**config.mk**
```make
export PLATFORM = sky130hd
export DESIGN_NAME = epb_pes_sched
export DESIGN_NICKNAME = d
export VERILOG_FILES = /design/src/rtl/epb_pes_sched.sv
export SDC_FILE = /design/constraint.sdc
export NUM_CORES = 1
export LEC_CHECK = 0
export BUFFER_PORTS_ARGS = -buffer_cell sky130_fd_sc_hd__buf_2
export CELL_PAD_IN_SITES_DETAIL_PLACEMENT = 1
export CELL_PAD_IN_SITES_GLOBAL_PLACEMENT = 2
export CORE_MARGIN = 5
export CORE_UTILIZATION = 29
export DETAILED_ROUTE_END_ITERATION = 16
export PLACE_DENSITY = 0.79
export SETUP_SLACK_MARGIN = 0.3
export SYNTH_ARGS = -nofsm -noshare
export SYNTH_HDL_FRONTEND = slang
export SYNTH_SLANG_ARGS = --single-unit
```
**constraint.sdc**
```tcl
create_clock -name cclk -period 5.3 [get_ports cclk]
set_input_delay 0.795 -clock cclk [delete_from_list [all_inputs] [get_ports cclk]]
set_output_delay 0.795 -clock cclk [all_outputs]
set_load 0.05 [all_outputs]
```
**src/rtl/epb_pes_sched.sv**
```systemverilog
// epb_pes_sched: deficit-round-robin scheduler that picks packets from the
// EPB traffic-class queues and offers them to the PES, gated by PES buffer
// credits.
//
// Ports
//   cclk, rst          : clock, synchronous active-high reset
//   cfg_quantum        : per-TC DRR quantum in bytes, TC i at [i*DEF_W +: DEF_W]
//   epb_q_nonempty     : bit i set when TC i holds at least one packet
//   epb_q_head_len     : head packet length per TC, TC i at [i*LEN_W +: LEN_W]
//   epb_deq            : one-hot pop pulse for the accepted TC head
//   sched_valid/ready  : offer handshake towards the PES
//   sched_tc/len       : TC and length of the offered packet
//   pes_credit_ret     : one-cycle pulse returning one PES credit
//   credit_cnt         : current credit count
//   cred_ovf_err       : sticky flag, credit returned while already full
//   dbg_state          : FSM state (0 = SCAN, 1 = OFFER)
//
// Handshake: an offer is transferred in the cycle where sched_valid and
// sched_ready are both high. Once sched_valid rises, sched_tc and sched_len
// stay constant until that transfer cycle; sched_valid never drops without a
// transfer except on reset. sched_valid is low in the cycle after a transfer.
module epb_pes_sched #(
    parameter int N_TC     = 8,
    parameter int LEN_W    = 14,
    parameter int DEF_W    = 16,
    parameter int MAX_CRED = 32,
    localparam int TC_W    = (N_TC > 1) ? $clog2(N_TC) : 1,
    localparam int CNT_W   = $clog2(MAX_CRED + 1)
) (
    input  logic                    cclk,
    input  logic                    rst,
    input  logic [N_TC*DEF_W-1:0]   cfg_quantum,
    input  logic [N_TC-1:0]         epb_q_nonempty,
    input  logic [N_TC*LEN_W-1:0]   epb_q_head_len,
    output logic [N_TC-1:0]         epb_deq,
    output logic                    sched_valid,
    output logic [TC_W-1:0]         sched_tc,
    output logic [LEN_W-1:0]        sched_len,
    input  logic                    sched_ready,
    input  logic                    pes_credit_ret,
    output logic [CNT_W-1:0]        credit_cnt,
    output logic                    cred_ovf_err,
    output logic                    dbg_state
);

    // Common width for comparing/subtracting a deficit against a length.
    localparam int CW = (DEF_W > LEN_W) ? DEF_W : LEN_W;

    typedef enum logic {SCAN = 1'b0, OFFER = 1'b1} state_t;

    state_t             state_q, state_d;
    logic [TC_W-1:0]    ptr_q, ptr_d;
    logic [TC_W-1:0]    tc_q, tc_d;
    logic [LEN_W-1:0]   len_q, len_d;
    logic [DEF_W-1:0]   def_q [N_TC];
    logic [DEF_W-1:0]   def_d [N_TC];
    logic [CNT_W-1:0]   cred_q, cred_d;
    logic               ovf_q, ovf_d;

    logic [DEF_W-1:0]   quant [N_TC];
    logic [LEN_W-1:0]   hlen  [N_TC];

    always_comb begin
        for (int i = 0; i < N_TC; i++) begin
            quant[i] = cfg_quantum[i*DEF_W +: DEF_W];
            hlen[i]  = epb_q_head_len[i*LEN_W +: LEN_W];
        end
    end

    // Candidate TC under the scan pointer.
    logic               cur_ne;
    logic [DEF_W-1:0]   cur_quant;
    logic [LEN_W-1:0]   cur_len;
    logic [DEF_W-1:0]   cur_def;
    logic [DEF_W:0]     sum_ext;
    logic [DEF_W-1:0]   sat_sum;
    logic [TC_W-1:0]    ptr_nxt;
    logic [DEF_W-1:0]   def_after;
    logic               accept;

    assign cur_ne    = epb_q_nonempty[ptr_q];
    assign cur_quant = quant[ptr_q];
    assign cur_len   = hlen[ptr_q];
    assign cur_def   = def_q[ptr_q];
    assign sum_ext   = {1'b0, cur_def} + {1'b0, cur_quant};
    assign sat_sum   = sum_ext[DEF_W] ? '1 : sum_ext[DEF_W-1:0];
    assign ptr_nxt   = (ptr_q == TC_W'(N_TC - 1)) ? '0 : ptr_q + 1'b1;
    // The offer was only made when def >= len, so this cannot underflow.
    assign def_after = DEF_W'(CW'(def_q[tc_q]) - CW'(len_q));
    assign accept    = (state_q == OFFER) && sched_ready;

    always_comb begin
        state_d = state_q;
        ptr_d   = ptr_q;
        tc_d    = tc_q;
        len_d   = len_q;
        def_d   = def_q;
        case (state_q)
            SCAN: begin
                // No credit: the whole scheduler freezes, pointer included.
                if (cred_q != '0) begin
                    if (!cur_ne || (cur_quant == '0)) begin
                        def_d[ptr_q] = '0;
                        ptr_d        = ptr_nxt;
                    end else if (CW'(cur_def) < CW'(cur_len)) begin
                        def_d[ptr_q] = sat_sum;
                        ptr_d        = ptr_nxt;
                    end else begin
                        tc_d    = ptr_q;
                        len_d   = cur_len;
                        state_d = OFFER;
                    end
                end
            end
            OFFER: begin
                // Pointer stays put so the same TC keeps spending its deficit.
                if (sched_ready) begin
                    def_d[tc_q] = def_after;
                    state_d     = SCAN;
                end
            end
            default: state_d = SCAN;
        endcase
    end

    always_comb begin
        cred_d = cred_q;
        ovf_d  = ovf_q;
        if (pes_credit_ret && !accept) begin
            if (cred_q == CNT_W'(MAX_CRED)) begin
                ovf_d = 1'b1;
            end else begin
                cred_d = cred_q + 1'b1;
            end
        end else if (accept && !pes_credit_ret) begin
            cred_d = cred_q - 1'b1;
        end
    end

    always_ff @(posedge cclk) begin
        if (rst) begin
            state_q <= SCAN;
            ptr_q   <= '0;
            tc_q    <= '0;
            len_q   <= '0;
            cred_q  <= CNT_W'(MAX_CRED);
            ovf_q   <= 1'b0;
            for (int i = 0; i < N_TC; i++) begin
                def_q[i] <= '0;
            end
        end else begin
            state_q <= state_d;
            ptr_q   <= ptr_d;
            tc_q    <= tc_d;
            len_q   <= len_d;
            cred_q  <= cred_d;
            ovf_q   <= ovf_d;
            def_q   <= def_d;
        end
    end

    // Outputs are forced to their reset values while rst is high, so an
    // offer pending when reset arrives is dropped without a pop.
    assign sched_valid  = (state_q == OFFER) && !rst;
    assign sched_tc     = rst ? '0 : tc_q;
    assign sched_len    = rst ? '0 : len_q;
    assign credit_cnt   = rst ? CNT_W'(MAX_CRED) : cred_q;
    assign cred_ovf_err = ovf_q && !rst;
    assign dbg_state    = (state_q == OFFER);

    always_comb begin
        epb_deq = '0;
        if (sched_valid && sched_ready) begin
            epb_deq[tc_q] = 1'b1;
        end
    end

endmodule
```
==> impl_metrics.toml, run 1 <==
[logic_synthesis]
dominantRegCellSynth = "dfxtp_1"
synth_edf_count = 0
syn_nets = 1760
synth_area_mm2 = 0.0122
synth_seq_area_share = 0.256
synth_cells = 1456
yosysWarnings = 0
ys_async_sr_fraction = 0
yosysUniqueCellTypes = 73
postSynthAreaPerCell_um2 = 8.37
synth_seq_cells = 156

[setup_path]
crit_buf_inv = 2
slowest_delay_ps = 540
slowest_stage = "dfxtp_4"
crit_arrival_ps = 5220
start_kind = "flop"
crit_type = "flop to flop"
cp_max_fo = 28
timing.rr.end = "def_q[46]$_SDFFE_PP0P_"
r2r_cells = 17
crit_chain = "buf_6 -> nand2b_1 -> nor2_1 -> a221oi_1 -> o21ai_0 -> ha_1 -> fa_1 -> a21oi_1 -> o21ai_0 -> o22a_1 -> a31oi_1 -> a21oi_1 -> xnor2_1 -> and2_1 -> buf_4 -> o32a_1 -> o2bb2ai_1"
regToRegStartpoint = "ptr_q[1]$_SDFFE_PP0P_"
reg2reg_setup_slack_ps = 450
required_ps = 5670
crit_family = "compound AO/OA/AOI/OAI gates"
cp-end-kind = "flop"

[drt]
routedWlPerCell_um = 29.9
drt_pass1_iterations = 5
via_count = 14800
viasPerCell = 6.45
wl_um = 68500
drtIter0Drc = 1587
detail-route-antenna-nets = 0
drc = 0

[clock_network]
cts_made_buffers = 17
cts_hold_buf = 0
cts_sinks = 156
clk_latency_ps = 450
clkTransAtPathRegs_ps = 80
ctsLongestPathBuffers = 2
cts_tree = "built"
clock-root-buffer = "clkbuf_16"
cts-htree-levels = 4

[power_and_ir_drop]
power_density_mw_per_mm2 = 678
ir_worst_vdd_mv = 0.262
p_total_mw = 10.3
p_leak_nw = 5.95

[global_routing]
grt_pass1_wl_um = 99400
grt_max_degree = 46
grt_util_all_layers = 0.281
grt_overflow = 0
grt_pass1_vias = 14900
antenna_found_initial = 1

[layout]
fin_nets = 2040
utilization = 0.365
area_growth_pct = 25.0
n_antenna_cell = 0
final_common_cell = "buf_2"
drive_above_1_share = 0.282
layout_common_cells = "buf_2, a22oi_1, dfxtp_1, o2bb2ai_1, nand2_1"

[timing]
maxSlewViolCount = 0
min_period_over_period = 0.915
finClkSkew_ps = 14.6
max_clock_freq_ghz = 0.206
whs_ps = 461
worstMarginPinSlew_ps = 1210
layout_min_cycle_time_ps = 4850
rsz0062_at_grt = "no"
slew_headroom = 0.188
finalHoldViolations = 0
layout_setup_ws_ps = 449
setup-tns-final_ps = 0
setup_viol = 0

[run]
max_cap_violations = 0

[outcome]
status = "complete, no violations"

[min_path]
hp-class = "flop to flop"
holdPathStages = 2
worstHoldEndpoint = "len_q[11]$_SDFFE_PP0P_"
hp-start = "len_q[11]$_SDFFE_PP0P_"

[die]
rows = 75
die_w_um = 215
core_mm2 = 0.0418
dieArea_mm2 = 0.0462
ioPinCount = 286
start_util = 0.292
die_h_um = 215

[place]
place_congestion = 0.978
place_ws_ps = 287
hpwlAfterDp_um = 50900
portBuffers = 285
-- per-stage QoR --
stage	cells	area [µm²]
finish	2288	15200
global placement	2252	14600
detailed placement	2252	14600
CTS	2284	15200
global route	2288	15200
floorplan	1456	12200
-- flip-flops by register name (all words and copies together) (netlist names) --
register,cells
cred_q,6
dbg_state,1
def_q,128
len_q,14
ovf_q,1
ptr_q,3
tc_q,3
-- synth_stat cells (18+ instances only) --
library cell | instances | area share
a21oi_1 | 54 | 0.022
a22oi_1 | 263 | 0.16
and2_1 | 18 | 0.0092
buf_2 | 19 | 0.0078
clkbuf_1 | 86 | 0.026
dfxtp_1 | 156 | 0.26
ha_1 | 49 | 0.050
inv_1 | 27 | 0.0083
mux2i_1 | 42 | 0.035
nand2_1 | 100 | 0.031
nand3_1 | 25 | 0.010
nand4_1 | 33 | 0.017
nor2_1 | 106 | 0.033
nor2b_1 | 20 | 0.010
nor3_1 | 25 | 0.010
o21ai_0 | 23 | 0.0094
o2bb2ai_1 | 110 | 0.079
-- cell type report --
type | count | area, µm²
multi-input combinational | 1147 | 8500
timing repair buffer | 385 | 2210
tap | 539 | 674
fill | 5054 | 26500
inverter | 29 | 113
sequential | 156 | 3130
clock buffer | 18 | 439
clock inverter | 14 | 154
-- worst max path at each step --
stage,cells past startpoint,from,endpoint
floorplan,24,ptr_q[1]$_SDFFE_PP0P_,def_q[13]$_SDFFE_PP0P_
global placement,16,ptr_q[2]$_SDFFE_PP0P_,def_q[14]$_SDFFE_PP0P_
detailed placement,16,ptr_q[1]$_SDFFE_PP0P_,def_q[82]$_SDFFE_PP0P_
CTS,16,ptr_q[2]$_SDFFE_PP0P_,def_q[14]$_SDFFE_PP0P_
global route,17,ptr_q[1]$_SDFFE_PP0P_,def_q[14]$_SDFFE_PP0P_
finish,17,ptr_q[1]$_SDFFE_PP0P_,def_q[46]$_SDFFE_PP0P_
-- power by group --
group	switching, mW	internal, mW
Combinational	5.11	2.33
Sequential	0.225	1.36
Clock	0.612	0.679
Total	5.95	4.37
-- kinds of logic (layout without fill, tap and decap cells) --
group / Yosys count / in the layout / synth area share
compound gates: 606 / 606 / 0.384
xor+xnor: 26 / 26 / 0.0187
fa+ha+maj: 52 / 52 / 0.0552
buf+inv: 153 / 446 / 0.0531
flops: 156 / 156 / 0.256
mux: 69 / 69 / 0.0736
simple gates: 394 / 394 / 0.159
-- per-layer routing --
layer,vias up,share of wire,GRT usage
met5,-,0.00019,0
met4,2,0.058,0.129
met3,236,0.086,0.0574
met2,864,0.45,0.460
met1,7316,0.40,0.358
li1,6347,-,-
-- tightest hold or removal path, cell delays in order, from the launching register on --
cell and delay [ps]:
dfxtp_1 310, nand2_1 50, a21oi_1 50
-- timing repair --
item | in CTS | in global routing
gates resized for setup | 3 | 6
buffers inserted | 0 | 4
endpoints found under the hold margin | 0 | 0
pin swaps | 0 | 1
setup endpoints to repair | 15 | 122
cloned | 0 | 0
Power figures use the tool's default switching activity.
==> run 2, diff against run 1 <==
Settings changed: CORE_UTILIZATION 29 to 30, CTS_BUF_LIST from default to sky130_fd_sc_hd__clkbuf_8, PLACE_DENSITY 0.79 to 0.91.
==> run 2 against run 1 <==
Against the previous run: flip-flop and latch count stayed put; routed wire length is 2.2% higher; clock power fell by 20%; critical path depth fell by 2; maximum frequency about the same; combinational power about the same; sequential power hardly changed; hold slack better by 18 ps; final area shrank 0.19%; clock-buffer cell count is 2 higher; die area fell by 3.2%; critical path type unchanged.
==> impl_metrics.toml, run 2 (synthesis gave the netlist of run 1 again) <==
[outcome]
status = "complete, no violations"

[global_routing]
antenna_found_initial = 3
grt_pass1_vias = 15000
grt_pass1_wl_um = 99500
grt_overflow = 0
grt_max_degree = 52
grt_util_all_layers = 0.293

[setup_path]
cp-end-kind = "flop"
cp_max_fo = 23
start_kind = "flop"
crit_arrival_ps = 5260
required_ps = 5710
r2r_cells = 15
timing.rr.end = "def_q[27]$_SDFFE_PP0P_"
regToRegStartpoint = "ptr_q[1]$_SDFFE_PP0P_"
reg2reg_setup_slack_ps = 450
crit_type = "flop to flop"

[layout]
largest_reg_flops = 128
layout_common_cells = "buf_2, a22oi_1, dfxtp_1, o2bb2ai_1"
drive_above_1_share = 0.287
top_register = "def_q"
nFillCells = 4844
top_regs = "def_q x128, len_q x14, cred_q x6"
area_growth_pct = 24.7
fin_nets = 2042
final_common_cell = "buf_2"

[timing]
setup_viol = 0
rsz0062_at_grt = "no"
max_clock_freq_ghz = 0.206
worstMarginPinSlew_ps = 1340
layout_min_cycle_time_ps = 4850
setup-tns-final_ps = 0
finClkSkew_ps = 19.9
min_period_over_period = 0.915
finalHoldViolations = 0
slew_headroom = 0.104
maxSlewViolCount = 0

[clock_network]
cts_made_buffers = 17
cts_tree = "built"
cts-htree-levels = 4
cts_sinks = 156
clock-root-buffer = "clkbuf_8"
cts_hold_buf = 0
clk_latency_ps = 500
ctsLongestPathBuffers = 2
clkTransAtPathRegs_ps = 100

[drt]
via_count = 15000
drc = 0
routedWlPerCell_um = 30.7
detail-route-antenna-nets = 0
drt_pass1_iterations = 6
wl_um = 70000
drtIter0Drc = 2181
viasPerCell = 6.59

[die]
rows = 73
die_w_um = 212
core_mm2 = 0.0399
die_h_um = 212
start_util = 0.305
ioPinCount = 286
dieArea_mm2 = 0.0447

[power_and_ir_drop]
p_clk_frac = 0.103
combPwrFrac = 0.739
power_density_mw_per_mm2 = 661
ir_worst_vdd_mv = 0.266
swShare = 0.581
p_total_mw = 10.1
switchingPower_mw = 5.84
p_leak_nw = 5.92
pwr-share-seq = 0.158
internal_power_mw = 4.21

[place]
hpwlAfterDp_um = 51400
place_congestion = 0.987
portBuffers = 285

[min_path]
holdPathStages = 2
hp-start = "len_q[11]$_SDFFE_PP0P_"
hp-class = "flop to flop"
worstHoldEndpoint = "len_q[11]$_SDFFE_PP0P_"

[run]
max_cap_violations = 0
run 2: stage by stage:
step	std cells	utilization	area [µm²]	worst slack (ps)	hold slack, ps
after global placement	2236	0.365	14600	333	450
after global routing	2279	0.381	15200	343	505
after detailed placement	2236	0.365	14600	153	462
after floorplan	1456	-	12200	332	429
after CTS	2268	0.376	15000	258	475
final	2279	0.381	15200	451	479
run 2: worst max path at each step:
stage                                      from                 endpoint  slack (ps)  depth (start not counted)
final                     ptr_q[1]$_SDFFE_PP0P_   def_q[27]$_SDFFE_PP0P_         450                         15
after CTS                 ptr_q[1]$_SDFFE_PP0P_  def_q[124]$_SDFFE_PP0P_         260                         16
after global placement    ptr_q[1]$_SDFFE_PP0P_   def_q[14]$_SDFFE_PP0P_         330                         16
after detailed placement  ptr_q[1]$_SDFFE_PP0P_   def_q[78]$_SDFFE_PP0P_         150                         16
after global routing      ptr_q[1]$_SDFFE_PP0P_    def_q[7]$_SDFFE_PP0P_         340                         16
after floorplan           ptr_q[1]$_SDFFE_PP0P_   def_q[13]$_SDFFE_PP0P_         330                         24
run 2: metal layers:
metal	vias to the layer above	global-route usage	routed length, µm
met2	1094	0.458	30800
met1	7311	0.370	26600
li1	6348	-	-
met4	0	0.149	4260
met3	277	0.0806	8290
met5	-	0	0
run 2: power groups by stage:
stage          combinational (mW)  clock, mW  sequential, mW
4_1_cts                      6.95       1.03            1.59
2_1_floorplan                4.24          0            1.49
6_report                     7.43       1.03            1.59
3_3_place_gp                 6.76          0            1.61
5_1_grt                      7.67       1.08            1.61
3_5_place_dp                 6.91          0            1.62
run 2: critical path: stages, from the launching register on:
cell	delay [ps]
dfxtp_4	540
buf_16	230
nor3_2	110
buf_4	230
buf_4	200
a22oi_1	170
nand4_1	390
ha_1	450
and3_1	180
nand4_1	120
o32a_1	350
o2111ai_1	210
and3_1	340
a22o_4	180
o31a_1	820
o2bb2ai_1	200
run 2: timing repair:
| item | 4_1_cts | 5_1_grt |
|---|---|---|
| gates cloned | 0 | 1 |
| pin swaps | 0 | 2 |
| buffers inserted | 0 | 7 |
| endpoints found under the setup margin | 20 | 132 |
| resized for setup | 1 | 22 |
run 2: final cells by class:
cell class / count / area [µm²] / share of cell area
Antenna cell: 3 / 7.51 / 0.000494
Clock buffer: 20 / 275 / 0.0181
Clock inverter: 12 / 161 / 0.0106
Inverter: 29 / 113 / 0.00741
Multi-Input combinational cell: 1147 / 8540 / 0.562
Sequential cell: 156 / 3130 / 0.206
Tap cell: 525 / 657 / 0.0432
Timing Repair Buffer: 387 / 2310 / 0.152
